File: config.mk
export PLATFORM = sky130hd
export DESIGN_NAME = matmul_sequencer
export DESIGN_NICKNAME = d
export VERILOG_FILES = /design/src/rtl/matmul_pkg.sv /design/src/rtl/matmul_sequencer.sv
export SDC_FILE = /design/constraint.sdc
export NUM_CORES = 1
export LEC_CHECK = 0
export CORE_MARGIN = 2
export CORE_UTILIZATION = 43
export CTS_CLUSTER_DIAMETER = 40
export DETAILED_ROUTE_END_ITERATION = 10
export PLACE_DENSITY = 0.81
export REMOVE_ABC_BUFFERS = 1
export SLEW_MARGIN = 5
export SYNTH_ARGS = -nofsm -noshare
export SYNTH_HDL_FRONTEND = slang
export SYNTH_SLANG_ARGS = --single-unit
File: constraint.sdc
create_clock -name clk -period 2.1 [get_ports clk]
set_input_delay 0.63 -clock clk [delete_from_list [all_inputs] [get_ports clk]]
set_output_delay 0.63 -clock clk [all_outputs]
set_load 0.1 [all_outputs]
File: src/rtl/matmul_pkg.sv
`default_nettype none
// ============================================================================
//  Module      : matmul_pkg
//  Description : Shared types and constants for the 2x2 matrix-multiply
//                front-end sequencer and its core wrapper.
//                  state_t       - sequencer FSM states
//                  NUM_OPERANDS  - operand bytes per full load (A then B)
//                  NUM_RESULTS   - product elements per run (C00..C11)
//                  FIRST_B_SEL   - core sel_in index of B00
//                  DATA_W_DEF / RES_W_DEF - default operand / result widths
//  Revision    : 1.0 - initial release
// ============================================================================
package matmul_pkg;

  localparam int DATA_W_DEF   = 8;
  localparam int RES_W_DEF    = 17;
  localparam int NUM_OPERANDS = 8;
  localparam int NUM_RESULTS  = 4;
  localparam int FIRST_B_SEL  = 4;

  typedef enum logic [2:0] {
    IDLE    = 3'd0,
    LOAD    = 3'd1,
    FLUSH   = 3'd2,
    SETTLE  = 3'd3,
    PRESENT = 3'd4
  } state_t;

endpackage : matmul_pkg
`default_nettype wire

File: src/rtl/matmul_sequencer.sv
`default_nettype none
// ============================================================================
//  Module      : matmul_sequencer
//  Description : Front-end control stage for the 2x2 matrix-multiply core.
//                Accepts 8 operand bytes (A00,A01,A10,A11,B00,B01,B10,B11)
//                over valid/ready, writes them into the core through its
//                sel_in/input_val interface, raises execute, walks sel_out
//                through C00..C11 and returns each product as a valid/ready
//                result stream tagged with its element index.
//  Ports       : clk, reset (async, active-low)
//                in_valid/in_data/in_ready      operand byte stream
//                mm_sel_in/mm_input_val/mm_execute/mm_sel_out/mm_result
//                                               core interface
//                out_valid/out_data/out_idx/out_ready  result stream
//                busy (not IDLE), done (pulse after C11 accepted)
//                reuse_a (only with MATMUL_SEQ_REUSE_A_EN)
//  Options     : MATMUL_SEQ_REUSE_A_EN - adds reuse_a; when set on the first
//                handshake only B (4 bytes, sel_in 4..7) is loaded and the
//                core keeps A from the previous run.
//  Revision    : 1.0 - initial release
// ============================================================================
module matmul_sequencer
  import matmul_pkg::*;
#(
  parameter int DATA_W        = DATA_W_DEF,
  parameter int RES_W         = RES_W_DEF,
  parameter int SETTLE_CYCLES = 1
) (
  input  logic              clk,
  input  logic              reset,
`ifdef MATMUL_SEQ_REUSE_A_EN
  input  logic              reuse_a,
`endif
  input  logic              in_valid,
  input  logic [DATA_W-1:0] in_data,
  output logic              in_ready,
  output logic [2:0]        mm_sel_in,
  output logic [DATA_W-1:0] mm_input_val,
  output logic              mm_execute,
  output logic [1:0]        mm_sel_out,
  input  logic [RES_W-1:0]  mm_result,
  output logic              out_valid,
  output logic [RES_W-1:0]  out_data,
  output logic [1:0]        out_idx,
  input  logic              out_ready,
  output logic              busy,
  output logic              done
);

  localparam logic [2:0] c_last_sel  = 3'(NUM_OPERANDS - 1);
  localparam logic [2:0] c_first_b   = 3'(FIRST_B_SEL);
  localparam logic [1:0] c_last_res  = 2'(NUM_RESULTS - 1);
  localparam logic [2:0] c_settle    = 3'(SETTLE_CYCLES);

  state_t     r_state;
  logic [2:0] r_cnt;     // sel_in index of the next operand
  logic [2:0] r_settle;  // cycles left before sampling mm_result

  logic w_in_hs;
  logic w_reuse;

  assign w_in_hs = in_valid & in_ready;

`ifdef MATMUL_SEQ_REUSE_A_EN
  assign w_reuse = reuse_a;
`else
  assign w_reuse = 1'b0;
`endif

  // mm_sel_in / mm_input_val change only on an accepted byte. The core
  // rewrites the selected element every edge while execute is low, so
  // holding the last pair keeps those rewrites harmless.
  always_ff @(posedge clk or negedge reset) begin
    if (!reset) begin
      r_state      <= IDLE;
      r_cnt        <= 3'd0;
      r_settle     <= 3'd0;
      in_ready     <= 1'b1;
      mm_sel_in    <= 3'd0;
      mm_input_val <= '0;
      mm_execute   <= 1'b0;
      mm_sel_out   <= 2'd0;
      out_valid    <= 1'b0;
      out_data     <= '0;
      out_idx      <= 2'd0;
      busy         <= 1'b0;
      done         <= 1'b0;
    end else begin
      done <= 1'b0;
      case (r_state)
        IDLE: begin
          if (w_in_hs) begin
            mm_input_val <= in_data;
            busy         <= 1'b1;
            r_state      <= LOAD;
            if (w_reuse) begin
              mm_sel_in <= c_first_b;
              r_cnt     <= c_first_b + 3'd1;
            end else begin
              mm_sel_in <= 3'd0;
              r_cnt     <= 3'd1;
            end
          end
        end

        LOAD: begin
          if (w_in_hs) begin
            mm_sel_in    <= r_cnt;
            mm_input_val <= in_data;
            r_cnt        <= r_cnt + 3'd1;
            if (r_cnt == c_last_sel) begin
              in_ready <= 1'b0;
              r_state  <= FLUSH;
            end
          end
        end

        // The core writes the last operand on this edge; execute goes high
        // only afterwards.
        FLUSH: begin
          mm_execute <= 1'b1;
          mm_sel_out <= 2'd0;
          r_settle   <= c_settle;
          r_state    <= SETTLE;
        end

        SETTLE: begin
          if (r_settle == 3'd0) begin
            out_data  <= mm_result;
            out_idx   <= mm_sel_out;
            out_valid <= 1'b1;
            r_state   <= PRESENT;
          end else begin
            r_settle <= r_settle - 3'd1;
          end
        end

        PRESENT: begin
          if (out_ready) begin
            out_valid <= 1'b0;
            if (mm_sel_out == c_last_res) begin
              mm_execute <= 1'b0;
              done       <= 1'b1;
              busy       <= 1'b0;
              in_ready   <= 1'b1;
              r_state    <= IDLE;
            end else begin
              mm_sel_out <= mm_sel_out + 2'd1;
              r_settle   <= c_settle;
              r_state    <= SETTLE;
            end
          end
        end

        default: begin
          r_state  <= IDLE;
          in_ready <= 1'b1;
          busy     <= 1'b0;
        end
      endcase
    end
  end

endmodule : matmul_sequencer
`default_nettype wire

### Word-level counts from Yosys, hierarchy flattened

Cells that the tools add are included.
Widths: inputs -> output; s select.

* $add $sub $neg: 3
* equal/unequal tests: 14
* multiplexer cells: 35
* bitwise operators: 3
* reductions and logical operators: 19

Operators with widths (number)
* $mux 3: 11
* $ne 2x2->1 const B: 8
* $pmux 3 s5: 1
* $mux 1: 12
* $pmux 3 s2: 2
* $reduce_and 3->1: 4
* $reduce_and 5->1: 2
* $pmux 3 s3: 1
* $reduce_and 4->1: 2
* $eq 3x2->1 const B: 2
* $eq 3x3->1 const B: 2
* $logic_not 3->1: 2
* $mux 2: 3
* $pmux 1 s3: 2
* $reduce_bool 2->1: 3
* $reduce_or 3->1: 2
* $pmux 1 s2: 2
* $pmux 2 s2: 1
* $reduce_and 2->1: 2
* $add 3x1->3 const B: 1
* $eq 3x1->1 const B: 1
* $reduce_bool 3->1: 1
* $sub 3x1->3 const B: 1
* $add 2x1->2 const B: 1
* 4 further kinds: 5

* bits in registers: 46
* input port bits: 29
* word-level logic and storage cells: 87

### Depth between registers and ports, before layout

Gate-level depths: netlist (run 1).

* depth in word-level cells: 4
* depth in mapped cells: 7
* depth with buffers taken out: 6

### Least setup slack after synthesis (run 1)

OpenSTA, ideal clock, no wires.

* kind: register to register
* from: register mm_sel_out[0]
* to: register r_settle[1]
* arrival: 2.138 ns
* required time: 1.975 ns
* slack: -0.163 ns
* stages on the path, launching flop included: 5
* buffers on the path: 0
* clock period less this slack: 2.263 ns
* cell sequence: dfrtp_1 ha_1 and3b_1 a21oi_1 mux2_2

* longest elaborated chain between the ends: 3

RTL lines
* start, declared: line matmul_sequencer.sv:40 `output logic [1:0] mm_sel_out,`
* start signal, assigned: line matmul_sequencer.sv:148 `mm_sel_out <= mm_sel_out + 2'd1;`
* $eq 2x2->1: line matmul_sequencer.sv:141 `if (mm_sel_out == c_last_res) begin`
* $ne 2x2->1 (no line)
* $reduce_and 4->1 (no line)
* end signal, assigned: line matmul_sequencer.sv:123 `r_settle <= c_settle;`
* end signal, assigned: line matmul_sequencer.sv:134 `r_settle <= r_settle - 3'd1;`
* end signal, assigned: line matmul_sequencer.sv:149 `r_settle <= c_settle;`
* end, declared: line matmul_sequencer.sv:57 `logic [2:0] r_settle;`

Every way passes these cells.
A chain may end at the register's enable or synchronous reset.

### Worst setup path after layout (run 1)

* from: input out_ready
* to: register r_state[0]

* longest elaborated chain between the ends: 2

RTL lines
* start, declared: line matmul_sequencer.sv:45 `input logic out_ready,`
* $ne 2x2->1 (no line)
* $reduce_and 5->1 (no line)
* end signal, assigned: line matmul_sequencer.sv:75 `r_state <= IDLE;`
* end signal, assigned: line matmul_sequencer.sv:95 `r_state <= LOAD;`
* end signal, assigned: line matmul_sequencer.sv:113 `r_state <= FLUSH;`
* end, declared: line matmul_sequencer.sv:55 `state_t r_state;`

Every way passes these cells.

==> metrics, run 1 <==
run status finished, final reports clean; Tmin final just under 2 ns; vias per cell roughly 5.3; CP peak stage delay about 0.5 ns; Yosys warnings 0; drt wl/cell ~15 µm; WS Path Type in -> reg; Die ar. roughly 5200 µm²; antenna violations before repair 0; Main synth FF type dfrtp_1; clk sink count 46; later-pin clock latency in the skew report around 0.30 ns; TritonCTS clock tree done; CP max stage cell or4b_4; sequential area share after synthesis about 58%; Final Max Slew Viols 0; Synth cell types 35; largest net degree at the start of global routing 24; initial core utilization 45.3%; max_cap viols 0; top cell type's share of synthesized area between 50% and 60%; Synth area leader dfrtp_1; clock buffer depth 2; Cells after Synth 181; Routability Congestion around 0.86; pre-CTS setup slack -0.195 ns; hold_buf cts 0; first-pass GRT wire length approximately 7800 µm; ratio of final minimum period to clock period roughly 94%; Rel. slew slack 72.1%; RSZ-0062 raised after global routing false; synth top area cells dfrtp_1, mux2_2, nand2_1; vias in the first global route about 1.7k; commonest non-fill, non-tap cell in the layout dfrtp_1; diodes inserted 0; WL final 4720 µm; Worst setup startpoint out_ready; layout cells sized above 1 between 30% and 40%; crit path max fanout 2; fmax just over 500 MHz; Layout Nets roughly 300; Port Buffer Count between 60 and 70; critical path required time roughly 2.3 ns; reg2reg start r_state[2]; Setup Fix Bufs, Post-CTS 0; Layout area overhead 61.2%; post-route ant nets 0; most frequent cells in the layout dfrtp_1, nand2_1, buf_12; Crit path arrival time about 2.2 ns; core footprint between 4000 and 5000 µm²; CP cell instances clkdlybuf4s50_1, or4b_4, o31ai_2, o21bai_2, mux2_1; Post-synth EDFFs 0; Mean Syn Cell Area 11.0 µm²; Hold Crit Class in -> async; hpwl dp between 3000 and 4000 µm; asr flop ratio synth between 90% and 100%; Max Clock Skew 0.00390 ns; drt pass-1 iters 4; H-tree Lvls 2; Post-Syn Area approximately 2000 µm²; DR iter-0 viols around 110; row cnt 24; Startpoint Class input pin; gr ovfl total 0; PostCTS Resize Cnt 0; Total GRT Usage around a fifth; Least-Margin Pin Slew between 0.4 and 0.5 ns; Die Wd roughly 72 µm; Ports between 60 and 70; #FFs+latches synth 46; setup_tns 0 ns; Buf+Inv Stages, Crit Path 1; Setup WS post-layout 0.117 ns; Final Hold Fails 0; Root Buffer clkbuf_8; Crit. End Element flop; setup violators final 0; CTS clock-pin slew for the worst setup and hold paths ~0.080 ns; Die Y 72.2 µm; Num CTS Buffers 5; via count approximately 1.7k; cell family with most CP delay simple AND/OR/NAND/NOR gates; DRC 0
[final cells by class]
| cell class | count | area, µm² |
|---|---|---|
| Inverter | 6 | 22.5 |
| Sequential cell | 46 | 1150 |
| Timing Repair Buffer | 79 | 1110 |
| Clock inverter | 1 | 5.00 |
| Multi-Input combinational cell | 121 | 781 |
| Fill cell | 281 | 1190 |
| Clock buffer | 7 | 86.3 |
| Tap cell | 52 | 65.1 |
[metrics by stage]
step / instance area [µm²] / cells / hold slack, ns / util [%]
finish: 3220 / 312 / 0.126 / 73.0
floorplan: 1960 / 173 / 0.334 / -
global route: 3220 / 312 / 0.120 / 73.0
global placement: 3130 / 304 / 0.448 / 70.9
detailed placement: 3130 / 304 / 0.445 / 70.9
CTS: 3220 / 312 / 0.129 / 73.0
[final timing paths]
kind / to / cells after the start / slack (ns)
min in group clk: r_cnt[1] / 2 / 0.51
worst max register to register: r_state[0] / 4 / 0.31
worst min-delay path: out_data[12] / 1 / 0.13
max in group asynchronous: in_ready / 2 / 1.42
worst max-delay path: r_state[0] / 5 / 0.12
worst min register to register: r_cnt[1] / 2 / 0.51
[flip-flops by register name (all words and copies together) (netlist names)]
register / count
mm_input_val: 8
mm_sel_in: 3
mm_sel_out: 2
in_ready: 1
mm_execute: 1
out_data: 17
r_cnt: 3
r_settle: 3
done: 1
busy: 1
r_state: 3
out_valid: 1
out_idx: 2
[synthesized netlist by cell type, drive strengths merged, types with 2 or more instances]
master / instances
a21oi: 6
a31oi: 2
and3: 2
buf: 5
clkbuf: 3
dfrtp: 45
ha: 5
inv: 6
mux2: 21
nand2: 40
nand3: 6
nor2: 11
nor3: 2
o21ai: 6
o22ai: 3
o31ai: 2
[worst register-to-register path, stage by stage (launching register included)]
cell and delay (ns):
dfrtp_1 0.56, or4b_4 0.52, o31ai_2 0.09, o21bai_2 0.18, mux2_1 0.33
[cell families (layout without fill, tap and decap cells)]
logic type	count (synthesis)	after routing	synth area share, %
compound gates	26	26	8.64
fa+ha+maj	5	5	3.13
buf+inv	14	93	3.26
flops	46	46	57.7
mux	21	21	11.8
simple gates	69	69	15.5
[routing by layer]
layer / share of wire, % / vias up / track usage (%) / wire length, µm
met5: 0 / - / 0 / 0
met4: 1.9 / 0 / 7.55 / 92
met3: 7.2 / 11 / 5.42 / 340
met2: 47 / 60 / 31.6 / 2210
met1: 44 / 805 / 25.0 / 2070
li1: - / 779 / - / -
Power of run 1 is left out: the tool's default activity adds up to more than one toggle a clock period on the data nets, which glitch-free logic cannot reach.
==> inputs of run 2 (changes only) <==
Settings changed: PLACE_DENSITY 0.81 to 0.76.
==> metrics, run 2 (synthesis gave the netlist of run 1 again) <==
max reg flops 17 (unchanged); pre-CTS setup slack -0.193 ns (+0.00265 ns); Layout area overhead 61.1% (about the same); clock buffer depth 2 (unchanged); DRC 0 (unchanged); Setup WS post-layout 0.104 ns (-0.0132 ns); Total GRT Usage 19.5% (-0.052 points); diodes inserted 0 (unchanged); max_cap viols 0 (unchanged); Routability Congestion 0.823 (-4.0%); later-pin clock latency in the skew report 0.30 ns (about the same); Crit path arrival time 2.18 ns (about the same); Final Hold Fails 0 (unchanged); hpwl dp 3400 µm (-5.0%); H-tree Lvls 2 (unchanged); Crit. End Element flop; TritonCTS clock tree done; core footprint 4410 µm² (unchanged); reg2reg setup slack 0.31 ns (about the same); Root Buffer clkbuf_8; fillers 292 (+3.9%); CTS clock-pin slew for the worst setup and hold paths 0.08 ns (about the same); most frequent cells in the layout dfrtp_1, nand2_1, buf_12; PostCTS Resize Cnt 0 (unchanged); Startpoint Class input pin; commonest non-fill, non-tap cell in the layout dfrtp_1; layout cells sized above 1 31.4% (-0.53 points); critical path required time 2.28 ns (about the same); worst r2r path cells 4 (unchanged); setup_tns 0 ns (unchanged); Max Clock Skew 0.00355 ns (-0.000349 ns); vias per cell 5.16 (-2.7%); reg2reg start r_state[2]; footprint of the multi-input gates 781 µm² (unchanged); vias in the first global route 1609 (-3.7%); drt wl/cell 15.3 µm (+0.99%); RSZ-0062 raised after global routing false; Hold Crit Class in -> async; setup violators final 0 (unchanged); Die Wd 72.2 µm (unchanged); Port Buffer Count 65 (unchanged); fmax 501 MHz (-0.66%); WL final 4740 µm (+0.34%); gr ovfl total 0 (unchanged); Die ar. 5210 µm² (unchanged); Ports 66 (unchanged); Setup Fix Bufs, Post-CTS 0 (unchanged); Layout Nets 291 (-0.68%); area occupied by registers 1150 µm² (unchanged); initial core utilization 45.3% (unchanged); Num CTS Buffers 5 (unchanged); clk sink count 46 (unchanged); row cnt 24 (unchanged); Largest regs out_data x17, mm_input_val x8; Rel. slew slack 69.2% (-2.9 points); largest net degree at the start of global routing 29 (+21%); drt pass-1 iters 4 (unchanged); WS Path Type in -> reg; Die Y 72.2 µm (unchanged); post-route ant nets 0 (unchanged); run status finished, final reports clean; antenna violations before repair 0 (unchanged); ratio of final minimum period to clock period 95.0% (+0.63 points); Final Max Slew Viols 0 (unchanged); via count 1600 (-3.3%); hold slack 0.277 ns (+0.151 ns); first-pass GRT wire length 7760 µm (-0.79%); Least-Margin Pin Slew 0.461 ns (+0.0430 ns); hold_buf cts 0 (unchanged); most flop-heavy register out_data; crit path max fanout 2 (unchanged); Tmin final 2.00 ns (+0.0132 ns); R2R Path End r_state[0]; DR iter-0 viols 64 (-41%)
[run 2: cell types whose count changed in the layout (fill, tap and decap cells not counted)]
cell    before  now
buf_12      36   37
buf_4       15   12
[run 2: how the worst max path moves through the flow]
stage,slack [ns],startpoint,endpoint
2_1_floorplan,-0.16,mm_sel_out[0],r_settle[1]
3_3_place_gp,-0.18,out_ready,r_state[0]
3_5_place_dp,-0.19,out_ready,r_state[0]
4_1_cts,0.11,out_ready,r_state[0]
5_1_grt,0.07,out_ready,r_state[0]
6_report,0.10,out_ready,r_state[0]
[run 2: critical path, stage by stage]
cell,delay (ns)
clkdlybuf4s50_1,0.44
or4b_4,0.51
o31ai_2,0.09
o21bai_2,0.18
mux2_1,0.33
[run 2: metal layers]
| metal | vias up | wire [µm] | track usage, % |
|---|---|---|---|
| met4 | 0 | 59 | 5.87 |
| met2 | 58 | 2360 | 32.7 |
| li1 | 768 | - | - |
| met3 | 6 | 318 | 5.28 |
| met1 | 768 | 2000 | 24.7 |
| met5 | - | 0 | 0 |
[run 2: cell type report]
| cell class | count | area share, % |
|---|---|---|
| multi-input combinational | 121 | 24.3 |
| tap | 52 | 2.02 |
| sequential | 46 | 35.8 |
| timing repair buffer | 77 | 34.4 |
| clock inverter | 1 | 0.156 |
| clock buffer | 7 | 2.68 |
| inverter | 6 | 0.700 |
[run 2: stage by stage]
step           util [%]  std cells  cell area (µm²)
3_5_place_dp       70.8        302             3130
2_1_floorplan         -        173             1960
4_1_cts            72.9        310             3220
3_3_place_gp       70.8        302             3130
5_1_grt            72.9        310             3220
6_report           72.9        310             3220
Power of run 2 is left out for the same reason.
